--- src/rtl/pio_pkg.sv ---
// Shared definitions for the pio configuration sequencer: action codes,
// field widths and the sequencer state encoding.
package pio_pkg;
    localparam int ACTION_W = 6;
    localparam int INDEX_W  = 5;
    localparam int MINDEX_W = 2;

    localparam logic [ACTION_W-1:0] ACT_NONE  = 6'd0;
    localparam logic [ACTION_W-1:0] ACT_INSTR = 6'd1;
    localparam logic [ACTION_W-1:0] ACT_PEND  = 6'd2;
    localparam logic [ACTION_W-1:0] ACT_PULL  = 6'd3;
    localparam logic [ACTION_W-1:0] ACT_PUSH  = 6'd4;
    localparam logic [ACTION_W-1:0] ACT_GRPS  = 6'd5;
    localparam logic [ACTION_W-1:0] ACT_EN    = 6'd6;
    localparam logic [ACTION_W-1:0] ACT_DIV   = 6'd7;
    localparam logic [ACTION_W-1:0] ACT_SIDES = 6'd8;
    localparam logic [ACTION_W-1:0] ACT_IMM   = 6'd9;
    localparam logic [ACTION_W-1:0] ACT_SHIFT = 6'd10;

    typedef enum logic [2:0] {
        ST_IDLE,
        ST_PREFETCH,
        ST_INSTR,
        ST_SMCFG,
        ST_ENABLE,
        ST_FIN
    } seq_state_e;
endpackage

--- src/rtl/pio_sm_picker.sv ---
// Finds the lowest set bit of mask strictly above cur (or from bit 0 when
// first is set); none flags that no machine is left.
module pio_sm_picker
    import pio_pkg::*;
#(
    parameter int NUM_SM = 4
) (
    input  logic [NUM_SM-1:0]   mask,
    input  logic [MINDEX_W-1:0] cur,
    input  logic                first,
    output logic [MINDEX_W-1:0] nxt,
    output logic                none
);
    always_comb begin
        nxt  = '0;
        none = 1'b1;
        // Descending scan so the lowest qualifying bit is the last one written.
        for (int i = NUM_SM - 1; i >= 0; i--) begin
            if (mask[i] && (first || (i > int'(cur)))) begin
                nxt  = MINDEX_W'(i);
                none = 1'b0;
            end
        end
    end
endmodule

--- src/rtl/pio_cfg_sequencer.sv ---
// Loads a program and per-machine configuration into the pio after a start
// pulse, and forwards host actions to the pio while idle.
module pio_cfg_sequencer
    import pio_pkg::*;
#(
    parameter int NUM_SM  = 4,
    parameter int IMEM_AW = 5
) (
    input  logic                   clk,
    input  logic                   reset,
    input  logic                   start,
    input  logic [5:0]             plen,
    input  logic [NUM_SM-1:0]      sm_mask,
    input  logic [32*NUM_SM-1:0]   cfg_pend,
    input  logic [24*NUM_SM-1:0]   cfg_div,
    input  logic [32*NUM_SM-1:0]   cfg_grps,
    input  logic [32*NUM_SM-1:0]   cfg_shift,
    output logic [IMEM_AW-1:0]     imem_addr,
    output logic                   imem_rd,
    input  logic [15:0]            imem_data,
    input  logic                   host_valid,
    output logic                   host_ready,
    input  logic [ACTION_W-1:0]    host_action,
    input  logic [INDEX_W-1:0]     host_index,
    input  logic [MINDEX_W-1:0]    host_mindex,
    input  logic [31:0]            host_din,
    output logic [ACTION_W-1:0]    action,
    output logic [INDEX_W-1:0]     index,
    output logic [MINDEX_W-1:0]    mindex,
    output logic [31:0]            din,
    output logic                   busy,
    output logic                   done
);
    localparam logic [5:0] PLEN_MAX = 6'(1 << IMEM_AW);

    seq_state_e            state_q, state_d;
    logic [ACTION_W-1:0]   action_q, action_d;
    logic [INDEX_W-1:0]    index_q, index_d;
    logic [MINDEX_W-1:0]   mindex_q, mindex_d;
    logic [31:0]           din_q, din_d;
    logic [IMEM_AW-1:0]    imem_addr_q, imem_addr_d;
    logic                  imem_rd_q, imem_rd_d;
    logic                  busy_q, busy_d, done_q, done_d;
    logic [5:0]            plen_q, plen_d, icnt_q, icnt_d;
    logic [NUM_SM-1:0]     mask_q, mask_d;
    logic [MINDEX_W-1:0]   m_q, m_d;
    logic [1:0]            sub_q, sub_d;
    logic [MINDEX_W-1:0]   pick_idx;
    logic                  pick_none, cfg_go;
    logic [31:0]           pend_pick, word_next;
    logic [ACTION_W-1:0]   act_next;

    pio_sm_picker #(.NUM_SM(NUM_SM)) u_picker (
        .mask  (mask_q),
        .cur   (m_q),
        .first (state_q != ST_SMCFG),
        .nxt   (pick_idx),
        .none  (pick_none)
    );

    assign pend_pick = cfg_pend[32*pick_idx +: 32];

    always_comb begin
        word_next = cfg_shift[32*m_q +: 32];
        act_next  = ACT_SHIFT;
        case (sub_q)
            2'd0: begin word_next = {8'b0, cfg_div[24*m_q +: 24]}; act_next = ACT_DIV; end
            2'd1: begin word_next = cfg_grps[32*m_q +: 32];        act_next = ACT_GRPS; end
            default: ;
        endcase
    end

    assign host_ready = (state_q == ST_IDLE) && !start;

    always_comb begin
        state_d     = state_q;
        action_d    = ACT_NONE;
        index_d     = index_q;
        mindex_d    = mindex_q;
        din_d       = '0;
        imem_addr_d = imem_addr_q;
        imem_rd_d   = 1'b0;
        busy_d      = busy_q;
        done_d      = 1'b0;
        plen_d      = plen_q;
        mask_d      = mask_q;
        icnt_d      = icnt_q;
        m_d         = m_q;
        sub_d       = sub_q;
        cfg_go      = 1'b0;
        case (state_q)
            ST_IDLE: begin
                if (start) begin
                    state_d     = ST_PREFETCH;
                    busy_d      = 1'b1;
                    plen_d      = (plen > PLEN_MAX) ? PLEN_MAX : plen;
                    mask_d      = sm_mask;
                    imem_addr_d = '0;
                    imem_rd_d   = (plen != 6'd0);
                end else if (host_valid) begin
                    action_d = host_action;
                    index_d  = host_index;
                    mindex_d = host_mindex;
                    din_d    = host_din;
                end
            end
            ST_PREFETCH: begin
                if (plen_q != 6'd0) begin
                    state_d  = ST_INSTR;
                    action_d = ACT_INSTR;
                    index_d  = '0;
                    icnt_d   = '0;
                    if (plen_q > 6'd1) begin
                        imem_rd_d   = 1'b1;
                        imem_addr_d = IMEM_AW'(1);
                    end
                end else begin
                    cfg_go = 1'b1;
                end
            end
            ST_INSTR: begin
                if (icnt_q + 6'd1 < plen_q) begin
                    icnt_d   = icnt_q + 6'd1;
                    action_d = ACT_INSTR;
                    index_d  = icnt_d[INDEX_W-1:0];
                    if (icnt_q + 6'd2 < plen_q) begin
                        imem_rd_d   = 1'b1;
                        imem_addr_d = IMEM_AW'(icnt_q + 6'd2);
                    end
                end else begin
                    cfg_go = 1'b1;
                end
            end
            ST_SMCFG: begin
                if (sub_q != 2'd3) begin
                    sub_d    = sub_q + 2'd1;
                    action_d = act_next;
                    din_d    = word_next;
                end else begin
                    cfg_go = 1'b1;
                end
            end
            ST_ENABLE: begin
                state_d = ST_FIN;
                busy_d  = 1'b0;
                done_d  = 1'b1;
            end
            default: state_d = ST_IDLE;
        endcase
        // Move on to the next selected machine, or to EN once none is left.
        if (cfg_go) begin
            if (!pick_none) begin
                state_d  = ST_SMCFG;
                m_d      = pick_idx;
                sub_d    = 2'd0;
                mindex_d = pick_idx;
                action_d = ACT_PEND;
                din_d    = pend_pick;
            end else begin
                state_d  = ST_ENABLE;
                action_d = ACT_EN;
                mindex_d = '0;
                din_d    = 32'(mask_q);
            end
        end
    end

    always_ff @(posedge clk or posedge reset) begin
        if (reset) begin
            state_q     <= ST_IDLE;
            action_q    <= ACT_NONE;
            index_q     <= '0;
            mindex_q    <= '0;
            din_q       <= '0;
            imem_addr_q <= '0;
            imem_rd_q   <= 1'b0;
            busy_q      <= 1'b0;
            done_q      <= 1'b0;
            plen_q      <= '0;
            mask_q      <= '0;
            icnt_q      <= '0;
            m_q         <= '0;
            sub_q       <= '0;
        end else begin
            state_q     <= state_d;
            action_q    <= action_d;
            index_q     <= index_d;
            mindex_q    <= mindex_d;
            din_q       <= din_d;
            imem_addr_q <= imem_addr_d;
            imem_rd_q   <= imem_rd_d;
            busy_q      <= busy_d;
            done_q      <= done_d;
            plen_q      <= plen_d;
            mask_q      <= mask_d;
            icnt_q      <= icnt_d;
            m_q         <= m_d;
            sub_q       <= sub_d;
        end
    end

    assign action    = action_q;
    assign index     = index_q;
    assign mindex    = mindex_q;
    // The instruction memory output is itself a register, so its word is passed
    // straight through in the INSTR cycle it belongs to.
    assign din       = (state_q == ST_INSTR) ? {16'b0, imem_data} : din_q;
    assign imem_addr = imem_addr_q;
    assign imem_rd   = imem_rd_q;
    assign busy      = busy_q;
    assign done      = done_q;
endmodule

--- config.mk ---
export PLATFORM = sky130hd
export DESIGN_NAME = pio_cfg_sequencer
export DESIGN_NICKNAME = d
export VERILOG_FILES = /design/src/rtl/pio_pkg.sv /design/src/rtl/pio_sm_picker.sv /design/src/rtl/pio_cfg_sequencer.sv
export SDC_FILE = /design/constraint.sdc
export NUM_CORES = 1
export LEC_CHECK = 0
export ABC_AREA = 1
export ABC_CLOCK_PERIOD_IN_PS = 6250
export CORE_AREA = 2 2 235 237
export CTS_BUF_LIST = sky130_fd_sc_hd__clkbuf_8 sky130_fd_sc_hd__clkbuf_16
export CTS_CLUSTER_SIZE = 16
export DETAILED_ROUTE_END_ITERATION = 6
export DIE_AREA = 0 0 237 239
export PLACE_DENSITY_LB_ADDON = 0.08
export SETUP_SLACK_MARGIN = 0.5
export SKIP_LAST_GASP = 1
export SYNTH_ARGS = -nofsm -noshare
export SYNTH_HDL_FRONTEND = slang
export SYNTH_SLANG_ARGS = --single-unit
--- constraint.sdc ---
create_clock -name clk -period 6.25 [get_ports clk]
set_input_delay 1.875 -clock clk [delete_from_list [all_inputs] [get_ports clk]]
set_output_delay 1.875 -clock clk [all_outputs]
set_load 0.01 [all_outputs]
==> impl_metrics.toml, run 1 <==
[global_routing]
antenna_found_initial = 29
grtUsageTotal = 0.2122
grt-ovfl-total = 0
grt_pass1_vias = 12630
grt_max_degree = 98
grt_pass1_wl_mm = 87.37

[power]
power.density_nw_per_um2 = 398.0
ir_worst_vdd_mv = 0.2355
p_leak_nw = 7.388

[detailed_routing]
drc_errors = 0
wl_per_cell_um = 21.78
vias = 12460
drtAntennaViolNets = 0
drt_first_pass_iters = 5
routed_via_density = 4.362
wl_mm = 62.22
drtIter0Drc = 581

[setup_path]
critPathKind = "in -> out"
startpoint_type = "input pin"
path_max_fanout = 3
regToRegEndpoint = "din_q[19]"
r2r-start = "sub_q[1]"
arrival_ns = 3.13
r2r_setup_slack_ns = 2.53
worstRegToRegCells = 10
cp-end-kind = "primary output"
crit_required_ns = 4.38

[timing]
fin_setup_tns_ns = 0
setup_violations = 0
post-route-period-util = 0.8015
finClkSkew_ns = 0.008119
tightest_slew_ns = 1.079
fin_crit_ns = 5.010
whs_ns = 0.4837
max_slew_margin = 0.2779
rsz0062_at_grt = "false"
hold_viol = 0
drv_slew = 0
max_freq_mhz = 199.6

[placement]
port_buffers = 608
dpl.hpwl_mm = 50.67
place_congestion = 0.8691
dp_cells = 2816
placed_area_um2 = 15320

[worst_hold_path]
holdPathStages = 2
hp-start = "index[3]"
hold_end = "index[3]"
hold_class = "reg -> reg"

[logic_synthesis]
synth_seq_cells = 76
synth_top_area_cell = "nand2_1"
yosysSeqAreaShare = 0.2203
synth.distinct_cells = 31
synth.net_count = 2156
ys_top_cells_by_area = "nand2_1 24%, dfrtp_1 22%, nand3_1 19%"
syn_avg_cell_area_um2 = 5.433
netlist_area_um2 = 8633
synth_top_area_share = 0.2374
yosysWarnings = 0
syn-instance-count = 1589

[clock_tree]
cts_buffers = 9
cts_hold_buffers = 0
postCtsResizedCells = 0
cts_tree = "built"
cts.path.max_buffers = 2
cts.clk_slew.worst_paths_ns = 0.06
post_cts_buffers = 0
cts-root-buf = "clkbuf_16"
htree_levels = 3
cts_sinks = 76
insertion_delay_ns = 0.35

[job]
drv_cap = 0

[final_layout]
layoutNonFillerInstCount = 2856
final_nets = 2690
multi_input_area_um2 = 5507
stdcell_area_um2 = 15690
fillers = 6164
area_delta_synth_final_pct = 81.68
drive_above_1_share = 0.03055
seq_area_um2 = 1904

[floorplanning]
core_um2 = 54340
start_util = 0.1589
rows = 86
die_y_um = 239
chipWidth_um = 237
pin_count = 609
die-area_um2 = 56640

[status]
status = "complete, no violations"
==> layout make-up <==
class | count | area share
Tap cell | 704 | 0.05616
Sequential cell | 76 | 0.1214
Clock buffer | 10 | 0.01524
Timing Repair Buffer | 627 | 0.3971
Clock inverter | 6 | 0.004068
Antenna cell | 24 | 0.003829
Multi-Input combinational cell | 1196 | 0.3511
Inverter | 213 | 0.05113
==> how the worst max path moves through the flow <==
| stage | startpoint | to | slack [ns] | cells after the start |
|---|---|---|---|---|
| 5_1_grt | start | host_ready | 1.18 | 3 |
| 4_1_cts | start | host_ready | 1.24 | 3 |
| 3_3_place_gp | start | host_ready | 1.30 | 3 |
| 3_5_place_dp | start | host_ready | 1.25 | 3 |
| 6_report | start | host_ready | 1.24 | 3 |
| 2_1_floorplan | start | host_ready | 2.27 | 1 |
==> per-layer routing <==
metal	vias to the layer above	part of all wire	global-route usage
met3	58	0.054	0.05023
met5	-	0.00090	0
met1	5827	0.39	0.2317
met2	377	0.54	0.4007
met4	8	0.022	0.06943
li1	6188	-	-
==> cell families (layout without fill, tap and decap cells) <==
family / Yosys count / in the layout / share of synthesized area
and+or+nand+nor: 993 / 993 / 0.4883
buffers and inverters: 317 / 856 / 0.1452
AOI/OAI and AO/OA: 187 / 187 / 0.1248
DFF: 76 / 76 / 0.2203
adders and majority gates: 12 / 12 / 0.01739
xor gates and xnor gates: 4 / 4 / 0.004058
other: 0 / 24 / 0
==> stage by stage <==
| stage | setup WS, ns | power (mW) | utilization |
|---|---|---|---|
| after floorplan | 2.269 | 3.687 | - |
| after global placement | 1.303 | 5.832 | 0.2820 |
| after detailed placement | 1.249 | 5.835 | 0.2820 |
| after CTS | 1.245 | 6.434 | 0.2875 |
| after global routing | 1.183 | 6.898 | 0.2885 |
| final | 1.240 | 6.242 | 0.2886 |
==> where the power goes <==
part           internal (mW)  leakage (nW)  total [mW]  switching (mW)
Clock                  0.321         0.150       0.559           0.238
Combinational           1.66          6.26        4.81            3.16
Sequential             0.696         0.981       0.869           0.173
Total                   2.68          7.39        6.24            3.57
==> cells in the final DEF, fill, tap and decap left out, types with 2 or more instances in the layout <==
| master | instances |
|---|---|
| ha_1 | 12 |
| clkinv_2 | 3 |
| a21oi_1 | 20 |
| nor2_1 | 87 |
| o21ai_0 | 85 |
| buf_4 | 19 |
| diode_2 | 24 |
| or2_2 | 9 |
| inv_2 | 6 |
| a21oi_4 | 2 |
| inv_1 | 204 |
| a22oi_1 | 9 |
| clkinv_1 | 2 |
| nand2_2 | 5 |
| xor2_1 | 4 |
| clkdlybuf4s50_1 | 608 |
| dfrtp_2 | 2 |
| nand4_1 | 5 |
| dfrtp_1 | 74 |
| nand3_1 | 336 |
| a31oi_1 | 16 |
| clkbuf_16 | 9 |
| a21boi_0 | 9 |
| o22ai_1 | 41 |
| nor2_4 | 3 |
| o211ai_1 | 2 |
| a21o_1 | 2 |
| nand2_1 | 544 |
==> flip-flops by register name, summed over array words and instances, names as in the netlist, 3 cells and up <==
signal     flops
action         6
din_q         32
icnt_q         6
imem_addr      5
index          5
mask_q         4
plen_q         6
state_q        3
==> cell usage after synthesis <==
library cell and number:
inv_1 205, clkbuf_1 39, o211ai_1 2, dfrtp_1 76, xor2_1 4, o41ai_1 1
clkinv_1 2, nand2_1 546, nand4_1 5, nor2_2 1, a21oi_4 1, or2_2 9
a21boi_0 9, nand3_1 336, inv_2 6, o21ai_0 85, a21o_1 2, ha_1 12
a21oi_1 21, nand3b_1 1, a31oi_1 16, nor2_4 2, clkbuf_2 1, buf_4 2
nor3_1 1, buf_1 18, buf_2 44, nor2_1 88, a22oi_1 9, o22ai_1 41
nand2_2 4
==> worst max-delay path: stages <==
cell and delay, ns:
clkdlybuf4s50_1 0.42, nor2_1 0.25, clkdlybuf4s50_1 0.59
No activity file was read; power rests on OpenSTA's default activity.
==> run 2, diff against run 1 <==
--- a/config.mk
+++ b/config.mk
@@ -6,12 +6,12 @@
 export NUM_CORES = 1
 export LEC_CHECK = 0
 export ABC_AREA = 1
-export ABC_CLOCK_PERIOD_IN_PS = 6250
-export CORE_AREA = 2 2 235 237
+export ABC_CLOCK_PERIOD_IN_PS = 5200
+export CORE_AREA = 2 2 238 240
 export CTS_BUF_LIST = sky130_fd_sc_hd__clkbuf_8 sky130_fd_sc_hd__clkbuf_16
 export CTS_CLUSTER_SIZE = 16
 export DETAILED_ROUTE_END_ITERATION = 6
-export DIE_AREA = 0 0 237 239
+export DIE_AREA = 0 0 240 242
 export PLACE_DENSITY_LB_ADDON = 0.08
 export SETUP_SLACK_MARGIN = 0.5
 export SKIP_LAST_GASP = 1
==> constraint.sdc (replaced) <==
create_clock -name clk -period 5.2 [get_ports clk]
set_input_delay 1.56 -clock clk [delete_from_list [all_inputs] [get_ports clk]]
set_output_delay 1.56 -clock clk [all_outputs]
set_load 0.01 [all_outputs]
==> impl_metrics.toml, run 2 (synthesis results as in run 1) <==
[setup_path]
critPathKind = "in -> out"
arrival_ns = 2.80
crit_required_ns = 3.64
cp-end-kind = "primary output"
regToRegEndpoint = "din_q[28]"
r2r_setup_slack_ns = 1.75
path_max_fanout = 3
r2r-start = "m_q[0]"
worstRegToRegCells = 14
startpoint_type = "input pin"

[placement]
placed_area_um2 = 15410
port_buffers = 608
dpl.hpwl_mm = 51.81
place_congestion = 0.8941

[timing]
fin_crit_ns = 4.363
max_slew_margin = 0.3051
fin_setup_tns_ns = 0
whs_ns = 0.4895
tightest_slew_ns = 1.042
finClkSkew_ns = 0.007840
drv_slew = 0
max_freq_mhz = 229.2
post-route-period-util = 0.8390
setup_violations = 0
rsz0062_at_grt = "false"
hold_viol = 0

[worst_hold_path]
hold_end = "imem_addr[0]"
holdPathStages = 2
hp-start = "imem_addr[0]"
hold_class = "reg -> reg"

[final_layout]
largest_register = "din_q"
drive_above_1_share = 0.03332
stdcell_area_um2 = 15790
mostFrequentLayoutCells = "608 x clkdlybuf4s50_1, 544 x nand2_1, 336 x nand3_1, 203 x inv_1, 86 x nor2_1"
largest_reg_flops = 32
seq_area_um2 = 1904
fin_util = 0.2834
final_common_cell = "clkdlybuf4s50_1"
fillers = 6356
area_delta_synth_final_pct = 82.93
multi_input_area_um2 = 5509
final_nets = 2693

[floorplanning]
start_util = 0.1549
core_um2 = 55730
die_y_um = 242
die-area_um2 = 58080
chipWidth_um = 240
pin_count = 609
rows = 87

[global_routing]
grt_pass1_wl_mm = 90.29
grt_busiest_layer = "met2"
grt_max_degree = 99
grt-ovfl-total = 0
grt_pass1_vias = 12840
use_met1 = 0.2378
grtUsageTotal = 0.2128
met3_usage = 0.04398
antenna_found_initial = 17
met2_usage = 0.4134

[power]
power_mw = 7.660
clockPowerShare = 0.100
p_leak_nw = 7.423
internal_power_mw = 3.313
netSwitchingFraction = 0.5675
power_frac_comb = 0.768
seqPwrFrac = 0.132
switchingPower_mw = 4.347
power.density_nw_per_um2 = 485.0
ir_worst_vdd_mv = 0.2123

[clock_tree]
cts_tree = "built"
post_cts_buffers = 0
insertion_delay_ns = 0.35
cts_hold_buffers = 0
cts.clk_slew.worst_paths_ns = 0.07
cts_sinks = 76
cts_buffers = 9
cts.path.max_buffers = 2
cts-root-buf = "clkbuf_16"
htree_levels = 3

[detailed_routing]
wl_per_cell_um = 21.84
drtIter0Drc = 693
drtAntennaViolNets = 0
drc_errors = 0
vias = 12470
routed_via_density = 4.302
wl_mm = 63.32
drt_first_pass_iters = 5

[status]
status = "complete, no violations"

[job]
drv_cap = 0
## run 2: changes by cell type in the layout (fill, tap and decap cells not counted)
| cell | previous run | this run |
|---|---|---|
| diode_2 | 24 | 12 |
| clkinv_1 | 2 | 1 |
| inv_1 | 204 | 203 |
| inv_6 | 1 | 2 |
| nor2_2 | 1 | 2 |
| clkbuf_8 | 1 | 0 |
| bufinv_16 | 1 | 3 |
| buf_4 | 19 | 22 |
| nor2_1 | 87 | 86 |
## run 2: through the flow
step                std cells  setup slack (ns)
floorplan                1589             1.702
global placement         2871            0.8784
detailed placement       2871            0.8325
CTS                      2887            0.5445
global route             2898            0.7485
finish                   2899            0.8370
## run 2: final cells by class
type,instances,area share
antenna,12,0.001901
multi-input combinational,1196,0.3488
timing repair buffer,630,0.3958
inverter,213,0.05102
clock inverter,7,0.007685
sequential,76,0.1206
clock buffer,9,0.01426
tap,756,0.05990
## run 2: power by group through the flow
stage | clock, mW | sequential [mW] | combinational (mW)
6_report | 0.763 | 1.01 | 5.88
5_1_grt | 0.806 | 1.04 | 6.62
4_1_cts | 0.787 | 1.02 | 6.09
3_5_place_dp | 0 | 1.03 | 6.06
3_3_place_gp | 0 | 1.04 | 6.05
2_1_floorplan | 0 | 0.956 | 3.47
## run 2: what timing repair did
action	CTS	global route
endpoints found under the setup margin	0	14
gates resized for setup	0	1
hold endpoints to repair	0	0
## run 2: how the worst max path moves through the flow
stage / startpoint / end / slack [ns] / cells after the start
floorplan: reset / action[0] / 1.70 / 1
global placement: imem_data[8] / din[8] / 0.88 / 4
detailed placement: start / host_ready / 0.83 / 3
CTS: state_q[2] / din[26] / 0.54 / 8
global route: state_q[1] / din[26] / 0.75 / 9
finish: start / host_ready / 0.84 / 3
## run 2: layer usage
layer | up-vias | part of all wire
met2 | 372 | 0.55
met1 | 5876 | 0.39
met4 | 10 | 0.012
li1 | 6172 | -
met5 | - | 0.0011
met3 | 41 | 0.051
## run 2: critical path: stages
cell and delay, ns:
clkdlybuf4s50_1 0.43, nor2_1 0.23, clkdlybuf4s50_1 0.59
